<file path="src/rtl/uart_rx.sv">
// uart_rx: 8-bit asynchronous serial receiver, 2-flop input synchronizer,
// mid-bit sampling, level rx_valid with ack, parity/frame/overrun status.
// Ports: CLOCK_50, rst_n (async low), rx (serial in), rx_ack (consumer ack)
//        rx_data[7:0], rx_valid, parity_err, frame_err, overrun_err, busy.
// Build option: define UART_RX_PARITY_EN for an 11-bit frame with odd
// parity; otherwise a 10-bit frame is expected and parity_err stays 0.
module uart_rx #(
  parameter int CLK_FREQ  = 50000000,
  parameter int BAUD_RATE = 1000
) (
  input  logic       CLOCK_50,
  input  logic       rst_n,
  input  logic       rx,
  input  logic       rx_ack,
  output logic [7:0] rx_data,
  output logic       rx_valid,
  output logic       parity_err,
  output logic       frame_err,
  output logic       overrun_err,
  output logic       busy
);

  localparam int CLKS_PER_BIT = CLK_FREQ / BAUD_RATE;
  localparam int HALF_BIT     = CLKS_PER_BIT / 2;
  localparam int TW           = $clog2(CLKS_PER_BIT);

  localparam logic [TW-1:0] BIT_LAST  = TW'(CLKS_PER_BIT - 1);
  localparam logic [TW-1:0] HALF_LAST = TW'(HALF_BIT - 1);

`ifdef UART_RX_PARITY_EN
  typedef enum logic [2:0] {
    IDLE, START, DATA, PARITY, STOP
  } state_e;
`else
  typedef enum logic [2:0] {
    IDLE, START, DATA, STOP
  } state_e;
`endif

  state_e        state_q, state_d;
  logic [1:0]    sync_q;
  logic          rx_s;
  logic [TW-1:0] cnt_q, cnt_d;
  logic [2:0]    idx_q, idx_d;
  logic [7:0]    shift_q, shift_d;
  logic          armed_q, armed_d;
  logic          deliver;
`ifdef UART_RX_PARITY_EN
  logic          par_q, par_d;
`endif

  logic [7:0]    data_q, data_d;
  logic          valid_q, valid_d;
  logic          perr_q, perr_d;
  logic          ferr_q, ferr_d;
  logic          ovr_q, ovr_d;
  logic          perr_w;

  // Synchronizer resets to the idle level so reset never looks like a start.
  assign rx_s = sync_q[1];

  always_ff @(posedge CLOCK_50 or negedge rst_n) begin
    if (!rst_n) begin
      sync_q <= 2'b11;
    end else begin
      sync_q <= {sync_q[0], rx};
    end
  end

  always_ff @(posedge CLOCK_50 or negedge rst_n) begin
    if (!rst_n) begin
      state_q <= IDLE;
      cnt_q   <= '0;
      idx_q   <= '0;
      shift_q <= '0;
      armed_q <= 1'b0;
`ifdef UART_RX_PARITY_EN
      par_q   <= 1'b0;
`endif
    end else begin
      state_q <= state_d;
      cnt_q   <= cnt_d;
      idx_q   <= idx_d;
      shift_q <= shift_d;
      armed_q <= armed_d;
`ifdef UART_RX_PARITY_EN
      par_q   <= par_d;
`endif
    end
  end

  // armed_q: line must be seen high in IDLE before a falling
  // edge counts as a start bit (no retrigger on a stuck-low line).
  always_comb begin
    state_d = state_q;
    cnt_d   = cnt_q + TW'(1);
    idx_d   = idx_q;
    shift_d = shift_q;
    armed_d = armed_q;
    deliver = 1'b0;
`ifdef UART_RX_PARITY_EN
    par_d   = par_q;
`endif
    unique case (state_q)
      IDLE: begin
        cnt_d = '0;
        idx_d = '0;
        if (rx_s) begin
          armed_d = 1'b1;
        end else if (armed_q) begin
          armed_d = 1'b0;
          state_d = START;
        end
      end
      START: begin
        if (cnt_q == HALF_LAST) begin
          cnt_d   = '0;
          state_d = rx_s ? IDLE : DATA;
        end
      end
      DATA: begin
        if (cnt_q == BIT_LAST) begin
          cnt_d          = '0;
          shift_d[idx_q] = rx_s;
          idx_d          = idx_q + 3'd1;
          if (idx_q == 3'd7) begin
`ifdef UART_RX_PARITY_EN
            state_d = PARITY;
`else
            state_d = STOP;
`endif
          end
        end
      end
`ifdef UART_RX_PARITY_EN
      PARITY: begin
        if (cnt_q == BIT_LAST) begin
          cnt_d   = '0;
          par_d   = rx_s;
          state_d = STOP;
        end
      end
`endif
      STOP: begin
        if (cnt_q == BIT_LAST) begin
          cnt_d   = '0;
          deliver = 1'b1;
          state_d = IDLE;
        end
      end
      default: begin
        state_d = IDLE;
      end
    endcase
  end

`ifdef UART_RX_PARITY_EN
  // Odd parity: data bits plus parity bit must hold an odd count of ones.
  assign perr_w = ~(^shift_q ^ par_q);
`else
  assign perr_w = 1'b0;
`endif

  // Delivery beats a same-cycle ack: the byte stays valid, no overrun.
  always_comb begin
    data_d  = data_q;
    valid_d = valid_q;
    perr_d  = perr_q;
    ferr_d  = ferr_q;
    ovr_d   = ovr_q;
    if (deliver) begin
      data_d  = shift_q;
      perr_d  = perr_w;
      ferr_d  = ~rx_s;
      valid_d = 1'b1;
      if (rx_ack) begin
        ovr_d = 1'b0;
      end else if (valid_q) begin
        ovr_d = 1'b1;
      end
    end else if (rx_ack) begin
      valid_d = 1'b0;
      ovr_d   = 1'b0;
    end
  end

  always_ff @(posedge CLOCK_50 or negedge rst_n) begin
    if (!rst_n) begin
      data_q  <= 8'h00;
      valid_q <= 1'b0;
      perr_q  <= 1'b0;
      ferr_q  <= 1'b0;
      ovr_q   <= 1'b0;
    end else begin
      data_q  <= data_d;
      valid_q <= valid_d;
      perr_q  <= perr_d;
      ferr_q  <= ferr_d;
      ovr_q   <= ovr_d;
    end
  end

  assign rx_data     = data_q;
  assign rx_valid    = valid_q;
  assign parity_err  = perr_q;
  assign frame_err   = ferr_q;
  assign overrun_err = ovr_q;
  assign busy        = (state_q != IDLE);

endmodule
</file>
<file path="config.mk">
export PLATFORM = sky130hd
export DESIGN_NAME = uart_rx
export DESIGN_NICKNAME = d
export VERILOG_FILES = /design/src/rtl/uart_rx.sv
export SDC_FILE = /design/constraint.sdc
export NUM_CORES = 1
export LEC_CHECK = 0
export BUFFER_PORTS_ARGS = -buffer_cell sky130_fd_sc_hd__buf_2
export CAP_MARGIN = 40
export CORE_MARGIN = 5
export CORE_UTILIZATION = 50
export DETAILED_ROUTE_END_ITERATION = 8
export PLACE_DENSITY = 0.71
export SYNTH_ARGS = -nofsm -noshare
export SYNTH_HDL_FRONTEND = slang
export SYNTH_SLANG_ARGS = --single-unit
</file>
<file path="constraint.sdc">
create_clock -name CLOCK_50 -period 3.8 [get_ports CLOCK_50]
set_input_delay 0.19 -clock CLOCK_50 [delete_from_list [all_inputs] [get_ports CLOCK_50]]
set_output_delay 0.19 -clock CLOCK_50 [all_outputs]
set_load 0.02 [all_outputs]
</file>
-- Word level (Yosys, flattened, before mapping)
Cells that the tools add are included.
Widths: inputs -> output; s select.
- register bits: 44
- input port bits: 4
- output and inout port bits: 13
- add/sub/neg operators: 2
- $lt $le $gt $ge: 2
- equal/unequal tests: 12
- mux-type cells: 24
- bitwise gates (word level): 1
- reduce and logical (&&, ||, !) cells: 11
- operators with widths (cell ; number):
    $pmux 16 s3 ; 1
    $mux 16 ; 2
    $mux 3 ; 7
    $add 16x1->16 const B ; 1
    $eq 16x15->1 const B ; 1
    $eq 16x16->1 const B ; 1
    $ne 2x2->1 const B ; 6
    $pmux 3 s4 ; 1
    $mux 1 ; 9
    $bwmux 8 ; 1
    $eq 3x2->1 const B ; 2
    $pmux 3 s2 ; 1
    $reduce_and 2->1 ; 3
    $reduce_and 6->1 ; 1
    $reduce_bool 2->1 ; 3
    $lt 3x4->1 const B ; 1
    $add 3x1->3 const B ; 1
    $demux 1 s3 ; 1
    $eq 3x1->1 const B ; 1
    $eq 3x3->1 const B ; 1
    $ge 3x1->1 const B ; 1
    $logic_not 3->1 ; 1
    $reduce_bool 3->1 ; 1
    $mux 2 ; 1
    other kinds (3) ; 3

-- Logic depth before layout (Yosys ltp)
Gate-level depths: netlist of run 1.
- word-level depth: 5
- mapped depth: 6
- mapped depth without buffers: 5

-- Worst setup path after synthesis of run 1
OpenSTA, ideal clock, no wires.
- path type: reg2reg
- start: reg cnt_q[4]
- end: reg ferr_q, in the netlist frame_err
- setup time: 0.125 ns
- arrival time: 2.033 ns
- slack: 1.642 ns
- stages on the path, launching flop included: 6
- buffers on the path: 1
- cells stage by stage: dfrtp_1 > or4_4 > nor4_4 > nand2_2 > buf_6 > mux2_4
- longest elaborated chain between the ends: 3
- ends and longest elaborated chain (item ; line ; source):
    start: declaration ; 43 ; logic [TW-1:0] cnt_q, cnt_d;
    start signal: assignment ; 82 ; cnt_q <= cnt_d;
    $eq 16x16->1 ; 145 ; if (cnt_q == BIT_LAST) begin
    $mux 1 ; 145 ;
    $mux 1 ; 104 ; unique case (state_q)
    end signal: assignment ; 198 ; ferr_q <= ferr_d;
    end: declaration ; 55 ; logic ferr_q, ferr_d;
No other way between the ends.
A chain may end at the register's enable or synchronous reset.

-- Final worst setup path of run 1
- start: reg cnt_q[4]
- end: reg data_q[4], in the netlist rx_data[4]
- longest elaborated chain between the ends: 3
- ends and longest elaborated chain (item ; line ; source):
    $eq 16x16->1 ; 145 ;
    $mux 1 ; 145 ;
    $mux 1 ; 104 ;
    end signal: assignment ; 195 ; data_q <= data_d;
    end: declaration ; 52 ; logic [7:0] data_q, data_d;
No other way between the ends.

==> impl_results.md, run 1 <==
- Most frequent cells in the layout: dfrtp_1 (41), nor2_1 (21), buf_2 (15)
- Vias in the first global route: 1456
- Fmax achieved: 390.6 MHz
- Drt total wl: 3787 um
- Slowest-stage cell, CP: nor4_4
- Combinational Power Share: 14.2%
- DRT Pass-1 Iters: 4
- Leak: 1.056 nW
- Startpoint Class: register
- WP buf/inv: 0
- NetSw: 0.3091 mW
- CTS sink count: 43
- Critical Path, Cell by Cell: or4_4 > nor4_4 > nand2_2 > mux2_4
- Setup crit end kind: register
- CTS tree: done
- Largest family of logic cells by synthesized area: simple AND/OR/NAND/NOR gates
- Worst IR Drop VDD: 0.2724 mV
- Pwr Total: approximately 1.1 mW
- Clock Power Share: 36.9%
- Clock Tree Buf Depth: 2
- Fin Setup TNS: 0 ns
- Post-Synth Simple-Gate Area: 21.58%
- Initial DRC Count: 77
- Worst slew margin: 56.19%
- Post-Synth XOR/XNOR Area: a little under 6%
- Endpoints failing hold: 0
- Fin crit share: 67.37%
- Setup bufs post-CTS: 0
- Average size of a mapped cell: 11.28 um2
- Layout cells sized above 1: ~25%
- Seq cells post-synth: 43
- Hold Path Class: in2reg
- Crit path DAT: between 2 and 3 ns
- Critical path data required time: 3.97 ns
- Area added between synthesis and finish: 12.96%
- Worst Skew: approximately 0.012 ns
- Sw Share: 27.38%
- CP peak stage delay: 0.62 ns
- Compound-Gate Fraction of Synth Area: between 3 and 4%
- Die area: 5540 um2
- H-tree depth: 2
- Top delay family on crit path: simple AND/OR/NAND/NOR gates
- Worst slew pin tran: about 0.66 ns
- Worst setup path class: reg2reg
- Clk_lat worst skew: roughly 0.3 ns
- Initial Util: around 52%
- Cells after Synth: around 180
- Pin count of the biggest net entering global routing: 27
- Power Dens Cells: 481.5 nW/um2
- ANT nets after route: 0
- Flop pwr share: 48.8%
- Post-Syn Area: ~2100 um2
- Initial antenna violation count: 0
- Post-layout net count: roughly 200
- Remaining DRCs: 0
- Top Ports: 17
- PostCTS Resize Cnt: 0
- Routability cong.: 0.8311
- YS warnings: 0
- Post-synthesis mux area share: 11.21%
- Placement Rows: 23
- # fillers: 340
- RSZ-0062 raised after global routing: false
- DR vias: 1400
- First-pass GRT wire length: 6575 um
- Inserted Clock Buffers: 5
- Fin util: 58.62%
- Final setup violation count: 0
- Slew Viols, Final: 0
- Routed wire length per instance: ~15 um
- N_diodes: 0
- Cell area after layout: ~2300 um2
- Die width: about 74 um
- Hold_buf cts: 2
- Max_cap viols: 0
- Sequential-to-total area share from yosys stat: 51.96%
- Post-synth net total: 191
- Post-DP HPWL: 2709 um
- Core box area: 4000 um2
- Clock root buffer: clkbuf_8
- Synth Area in Adders: under 10%
- Die height: 74.43 um
- # port buffers: 15
- Via/cell ratio: around 5.6
- Gr ovfl total: 0
- Most common cell after layout, fill and taps aside: dfrtp_1
- Int Pwr: 0.8199 mW
- Crit path time final: 2.560 ns
- Clk slew on worst S/H paths: approximately 0.080 ns
- Placed Area: 2188 um2
- GRT Util Overall: between 15 and 20%
- Unique masters post-synth: 36
- Outcome: complete, no violations
- Crit Path Max Fanout: 11
-- Yosys cell counts --
library cell,instances,share of area [%]
mux2_4,8,5.8
buf_1,3,0.54
nor2_1,21,3.8
mux2_2,10,5.4
nor2b_1,4,1.2
dfstp_2,2,2.5
a2bb2oi_2,1,0.72
conb_1,1,0.18
buf_4,2,0.72
ha_1,3,1.8
nor4_1,4,1.2
nand2_1,12,2.2
clkbuf_1,4,0.72
o211ai_1,3,1.1
or4_1,1,0.36
nand3b_1,1,0.36
nand2_2,1,0.30
nand3_1,9,2.2
nor3b_1,1,0.36
dfrtp_1,41,49
o21a_1,1,0.36
xor2_1,2,0.84
nand4b_1,6,2.5
or4_4,1,0.54
or3_1,1,0.30
a31oi_1,1,0.30
or4bb_1,1,0.54
inv_1,8,1.4
and3_1,1,0.30
a32oi_1,1,0.42
buf_6,1,0.54
nor4_4,2,2.0
nand4_1,8,2.4
o21ai_0,2,0.48
nor3_1,4,0.96
xnor2_1,12,5.1
-- power by group through the flow --
stage               registers, mW  logic (mW)  clock network (mW)
global route                0.561       0.180               0.447
global placement            0.558       0.152                   0
finish                      0.551       0.161               0.417
floorplan                   0.529       0.147                   0
CTS                         0.551       0.164               0.429
detailed placement          0.560       0.162                   0
-- cell type report --
type	instances	area [um2]	area share, %
inverter	8	30.03	1.281
sequential	43	1079	46.00
multi-input combinational	123	914.6	39.01
clock inverter	3	67.56	2.882
timing repair buffer	18	122.6	5.229
tap	50	62.56	2.668
clock buffer	5	68.82	2.935
-- state kept, by name, summed over array words and instances (netlist names) --
signal / count
sync_q: 2
rx_data: 8
shift_q: 8
rx_valid: 1
idx_q: 3
state_q: 2
cnt_q: 16
overrun_err: 1
frame_err: 1
armed_q: 1
-- path summary, 6_finish.rpt --
kind                            slack [ns]          end       from  depth (start not counted)
min in group asynchronous             0.38     idx_q[2]      rst_n                          2
worst min register to register        0.36    sync_q[1]  sync_q[0]                          0
worst max-delay path                  1.24   rx_data[4]   cnt_q[4]                          4
worst min-delay path                  0.07  overrun_err     rx_ack                          2
worst max register to register        1.24   rx_data[4]   cnt_q[4]                          4
max in group asynchronous             2.88    sync_q[1]      rst_n                          3
-- metal layers --
metal  global-route usage (%)  vias up  part of all wire (%)
met2                    27.41       24                    52
met1                    17.84      701                    42
met3                    4.189        5                   4.5
li1                         -      670                     -
met5                        0        -                     0
met4                    6.324        0                   1.2
-- per-stage QoR --
step / hold WS, ns / setup WS [ns] / std cells
3_3_place_gp: 0.2946 / 1.360 / 239
3_5_place_dp: 0.1609 / 1.302 / 240
6_report: 0.06648 / 1.240 / 250
5_1_grt: 0.05492 / 1.113 / 250
2_1_floorplan: -0.1056 / 1.642 / 184
4_1_cts: 0.05067 / 1.253 / 250
-- cells by family after synthesis --
| kind of cell | Yosys count |
|---|---|
| other | 1 |
| DFF | 43 |
| AOI/OAI and AO/OA | 9 |
| muxes | 18 |
| xor gates and xnor gates | 14 |
| adders and majority gates | 3 |
| buffers and inverters | 18 |
| and+or+nand+nor | 78 |
-- worst register-to-register path, delay by kind of cell (launching register included) --
kind / cells / cell delay (ns)
flip-flops: 1 / 0.45
multiplexers: 1 / 0.40
AND/OR/NAND/NOR: 3 / 1.60
No activity file was read; power rests on OpenSTA's default activity.
==> inputs of run 2 (changes only) <==
Settings changed: PLACE_DENSITY 0.71 to 0.73.
Clock period 3.8 ns to 2.27 ns, I/O delays scaled along.
==> run 2 against run 1 <==
Power grew 62%. Worst setup slack worse by 1.1 ns. Global-route usage up 1.2 points. Clock skew shrank 0.0045 ns. Combinational power grew 100%. Critical path type unchanged. Design area up 1.2%. First-iteration DRC count rose by 12%. Worst hold slack gained 0.17 ns. Clock power rose by 41%. Sequential cell count is the same. Register-to-register slack worse by 1.1 ns. Largest power group unchanged.
==> impl_results.md, run 2 (same netlist as run 1, synthesis figures left out) <==
- Slew Viols, Final: 0
- Pin count of the biggest net entering global routing: 32
- Leak: 1.081 nW
- Most common cell after layout, fill and taps aside: dfrtp_1
- First-pass GRT wire length: 6989 um
- Crit path DAT: 2.35 ns
- Clock root buffer: clkbuf_8
- Post-DP HPWL: about 2800 um
- Outcome: complete, no violations
- RSZ-0062 raised after global routing: false
- Max reg flops: 16
- Post-Layout Cell Count: about 260
- Crit Path Max Fanout: 9
- Worst IR Drop VDD: 0.4484 mV
- Remaining DRCs: 0
- Gr ovfl total: 0
- Top Ports: 17
- Clk slew on worst S/H paths: ~0.080 ns
- Reg2Reg Depth: 5
- Placed Instances: approximately 250
- Reg-to-reg slack, setup: roughly 0.11 ns
- Hold slack: 0.2363 ns
- Drt total wl: 3873 um
- Final setup margin: approximately 0.11 ns
- Placement Rows: 23
- Clk_lat worst skew: ~0.30 ns
- Initial Util: between 50% and 60%
- N_diodes: 0
- Clock Tree Buf Depth: 2
- Startpoint Class: register
- CP Capture Point: shift_q[2]
- Worst setup path class: reg2reg
- Routed wire length per instance: 15.13 um
- Area added between synthesis and finish: 14.35%
- Critical path data required time: 2.46 ns
- Reg2reg start: cnt_q[4]
- Fmax achieved: 463.0 MHz
- Power Dens Cells: 770.4 nW/um2
- Initial DRC Count: 86
- Setup crit end kind: register
- Setup crit start: cnt_q[4]
- DRT Pass-1 Iters: 4
- Slowest-stage cell, CP: or4_4
- Vias in the first global route: ~1500
- Routability cong.: 0.8445
- Most frequent cells in the layout: dfrtp_1 (41), nor2_1 (21), buf_2 (15)
- Max_cap viols: 0
- Core box area: 4000 um2
- # port buffers: 15
- H-tree depth: 2
- Critical Path, Cell by Cell: or4_4 > nor4_4 > buf_4 > nand4b_1 > mux2_2
- Fin Setup TNS: 0 ns
- Reg-to-Reg End: shift_q[2]
- Layout cells sized above 1: 26.21%
- PostCTS Resize Cnt: 0
- CTS sink count: 43
- Endpoints failing hold: 0
- CP peak stage delay: approximately 0.61 ns
- Hold Path Class: in2async
- GRT Util Overall: 16.80%
- ANT nets after route: 0
- Final setup violation count: 0
- Post-layout net count: 212
- Setup slack at placement: 0.1218 ns
- Biggest register: cnt_q
- Inserted Clock Buffers: 5
- Die height: 74.43 um
- Placed Area: 2231 um2
- Crit path time final: 2.160 ns
- Worst Skew: 0.007796 ns
- DR vias: around 1400
- Initial antenna violation count: 0
- Via/cell ratio: 5.543
- CTS tree: done
- Die area: 5540 um2
- Die width: ~74 um
- Fin util: 59.34%
- Pwr Total: 1.829 mW
- Fin crit share: 95.14%
- Cell area after layout: 2374 um2
run 2: cell types whose count changed in the layout (fill, tap and decap cells not counted):
| cell | before | now |
|---|---|---|
| buf_12 | 0 | 2 |
| buf_16 | 1 | 0 |
| buf_4 | 0 | 4 |
| bufinv_16 | 2 | 1 |
| clkinv_2 | 0 | 1 |
| clkinv_4 | 0 | 1 |
| clkinvlp_4 | 1 | 0 |
| dlygate4sd3_1 | 2 | 3 |
run 2: worst min path at each step:
stage,startpoint,end,slack [ns]
2_1_floorplan,rst_n,armed_q,-0.18
4_1_cts,rst_n,idx_q[2],0.24
3_3_place_gp,rx,sync_q[0],0.22
3_5_place_dp,rst_n,idx_q[2],0.03
6_report,rst_n,idx_q[2],0.24
5_1_grt,rst_n,idx_q[2],0.26
run 2: critical path: cells and delay by family, from the launching register on:
family / cells / cell delay [ns]
mux: 1 / 0.30
buf+inv: 1 / 0.21
flops: 1 / 0.46
simple gates: 3 / 1.06
run 2: layout make-up:
| class | instances | area (um2) |
|---|---|---|
| sequential | 43 | 1079 |
| multi-input combinational | 123 | 914.6 |
| timing repair buffer | 24 | 175.2 |
| clock inverter | 3 | 43.79 |
| fill | 339 | 1627 |
| clock buffer | 5 | 68.82 |
| tap | 50 | 62.56 |
| inverter | 8 | 30.03 |
run 2: repair_timing:
action                                 in CTS  in global routing
endpoints found under the hold margin      14                  0
hold buffers                                3                  0
buffers inserted                            0                  0
run 2: layer usage:
metal	track usage [%]	wire, um	vias up
met5	0	0	-
met4	6.719	84	0
met3	5.000	181	9
met2	28.10	1958	28
met1	20.31	1649	698
li1	-	-	684
run 2: power breakdown:
group	switching (mW)	internal, mW
registers	0.0882	0.828
logic	0.183	0.143
clock network	0.259	0.327
==> inputs of run 3 (changes only) <==
Settings changed: CAP_MARGIN 40 to unset, GPL_TIMING_DRIVEN set to 0, MAX_ROUTING_LAYER set to met4.
==> run 3 against run 2 <==
Wire length fell by 5.1%. Combinational power is 2% higher. Largest cell class unchanged. First-iteration DRC count fell by 47%. Via count is 2.1% lower. Critical endpoint is now cnt_q[7].
==> impl_results.md, run 3 (same netlist as run 1, synthesis figures left out) <==
- Outcome: complete, no violations
- NetSw: 0.5240 mW
- Layout cells sized above 1: between 20 and 30%
- Post-Layout Cell Count: 264
- Gr ovfl total: 0
- Max reg flops: 16
- Flop pwr share: 52.5%
- Crit path time final: 2.202 ns
- Placement Rows: 23
- Routed wire length per instance: 13.92 um
- Clock Power Share: 28.0%
- Clock Tree Buf Depth: 2
- Initial DRC Count: 46
- Critical path data required time: 2.45 ns
- Die area: 5540 um2
- Hold slack: 0.3606 ns
- Power Dens Cells: 711.9 nW/um2
- First-pass GRT wire length: 6299 um
- Top Ports: 17
- Vias in the first global route: 1369
- DRT Pass-1 Iters: 4
- Final setup violation count: 0
- Pwr Total: 1.690 mW
- Placed Instances: 249
- Most frequent cells in the layout: dfrtp_1 (41), nor2_1 (21), buf_2 (15)
- Reg-to-Reg End: cnt_q[7]
- Fin crit share: 97.02%
- Crit path DAT: 2.38 ns
- Clk_lat worst skew: 0.29 ns
- Hold path cells: 0
- # fillers: 340
- Reg2reg start: cnt_q[4]
- Critical Path, Cell by Cell: or4_4 > or4_4 > a2bb2oi_4 > buf_4 > nor2_1
- Inserted Clock Buffers: 5
- Post-layout net count: 220
- Pin count of the biggest net entering global routing: 44
- Area added between synthesis and finish: 14.35%
- Startpoint Class: register
- Routability cong.: 0.8737
- Worst slew pin tran: 0.9114 ns
- Remaining DRCs: 0
- Crit Path Max Fanout: 10
- CTS sink count: 43
- Most common cell after layout, fill and taps aside: dfrtp_1
- Worst setup path class: reg2reg
- H-tree depth: 2
- Reg2Reg Depth: 5
- CP peak stage delay: 0.61 ns
- Fmax achieved: roughly 450 MHz
- Drt total wl: around 3700 um
- Die height: 74.43 um
- Combinational Power Share: ~20%
- Initial Util: 51.89%
- Hold Path Class: reg2reg
- Initial antenna violation count: 0
- Core box area: 4000 um2
- Max_cap viols: 0
- Slew Viols, Final: 0
- Clk slew on worst S/H paths: 0.08 ns
- Endpoints failing hold: 0
- Reg-to-reg slack, setup: slightly below 0.07 ns
- Hold EP: sync_q[1]
- Worst Skew: a little under 0.01 ns
- ANT nets after route: 0
- Clock root buffer: clkbuf_8
- Worst IR Drop VDD: 0.4461 mV
- GRT Util Overall: 15.23%
- RSZ-0062 raised after global routing: false
- Die width: 74.43 um
- Post-DP HPWL: roughly 2500 um
- Slowest-stage cell, CP: or4_4
- # port buffers: 15
- Worst slew margin: 39.24%
- Int Pwr: 1.166 mW
- N_diodes: 0
- Leak: ~1.1 nW
- CTS tree: done
- Biggest register: cnt_q
- Worst path most repeated cell: or4_4
- Hold Path Origin: sync_q[0]
- Via/cell ratio: 5.261
- DR vias: 1389
- Sw Share: a little under a third
- Setup crit end kind: register
==> run 3: cell count changes in the layout (fill, tap and decap cells not counted), moves of 2 or more <==
| cell | delta |
|---|---|
| buf_12 | -2 |
| clkbuf_1 | +5 |
| buf_1 | +3 |
| buf_4 | +2 |
==> run 3: worst max path at each step <==
stage	from	endpoint	slack (ns)	depth (start not counted)
floorplan	cnt_q[4]	frame_err	0.11	5
global placement	cnt_q[4]	rx_data[1]	-0.09	5
detailed placement	cnt_q[4]	frame_err	-0.09	5
CTS	cnt_q[4]	cnt_q[7]	-0.0006	5
global route	cnt_q[7]	shift_q[6]	0.008	5
finish	cnt_q[4]	cnt_q[7]	0.07	5
==> run 3: worst max-delay path: cells and delay by family, from the launching register on <==
| family | cells | cell delay (ns) |
|---|---|---|
| buffers and inverters | 1 | 0.22 |
| AND/OR/NAND/NOR | 3 | 1.15 |
| AO/OA/AOI/OAI | 1 | 0.26 |
| flip-flops | 1 | 0.45 |
==> run 3: repair_timing <==
action,CTS,global route
hold buffers,3,0
pin swaps,2,1
endpoints found under the hold margin,43,0
endpoints found under the setup margin,19,10
buffers inserted,4,0
resized for setup,1,1
==> run 3: layer usage <==
metal | GRT usage, % | part of all wire, %
met5 | - | 0
met4 | 5.138 | 0.98
met1 | 19.33 | 45
met2 | 23.90 | 49
met3 | 3.649 | 4.4
==> run 3: area by class of cell <==
class	instances	area, um2	area share (%)
sequential	43	1079	45.44
multi-input combinational	123	929.6	39.17
timing repair buffer	22	135.1	5.693
clock buffer	6	72.57	3.057
tap	50	62.56	2.636
buffer	10	52.55	2.214
inverter	8	30.03	1.265
clock inverter	2	12.51	0.5271
==> run 3: metrics by stage <==
| step | setup TNS (ns) | util (%) | worst slack (ns) | instance area, um2 |
|---|---|---|---|---|
| 5_1_grt | 0 | 59.34 | 0.008447 | 2374 |
| 6_report | 0 | 59.34 | 0.06772 | 2374 |
| 4_1_cts | -0.0005835 | 59.24 | -0.0005835 | 2370 |
| 2_1_floorplan | 0 | - | 0.1119 | 2076 |
| 3_5_place_dp | -1.413 | 55.33 | -0.09408 | 2213 |
| 3_3_place_gp | -1.281 | 55.33 | -0.09127 | 2213 |
==> run 3: power groups by stage <==
stage	Combinational (mW)	Clock, mW	Sequential, mW
floorplan	0.247	0	0.886
global placement	0.321	0	0.900
detailed placement	0.324	0	0.901
CTS	0.337	0.485	0.886
global route	0.366	0.524	0.896
finish	0.330	0.472	0.887
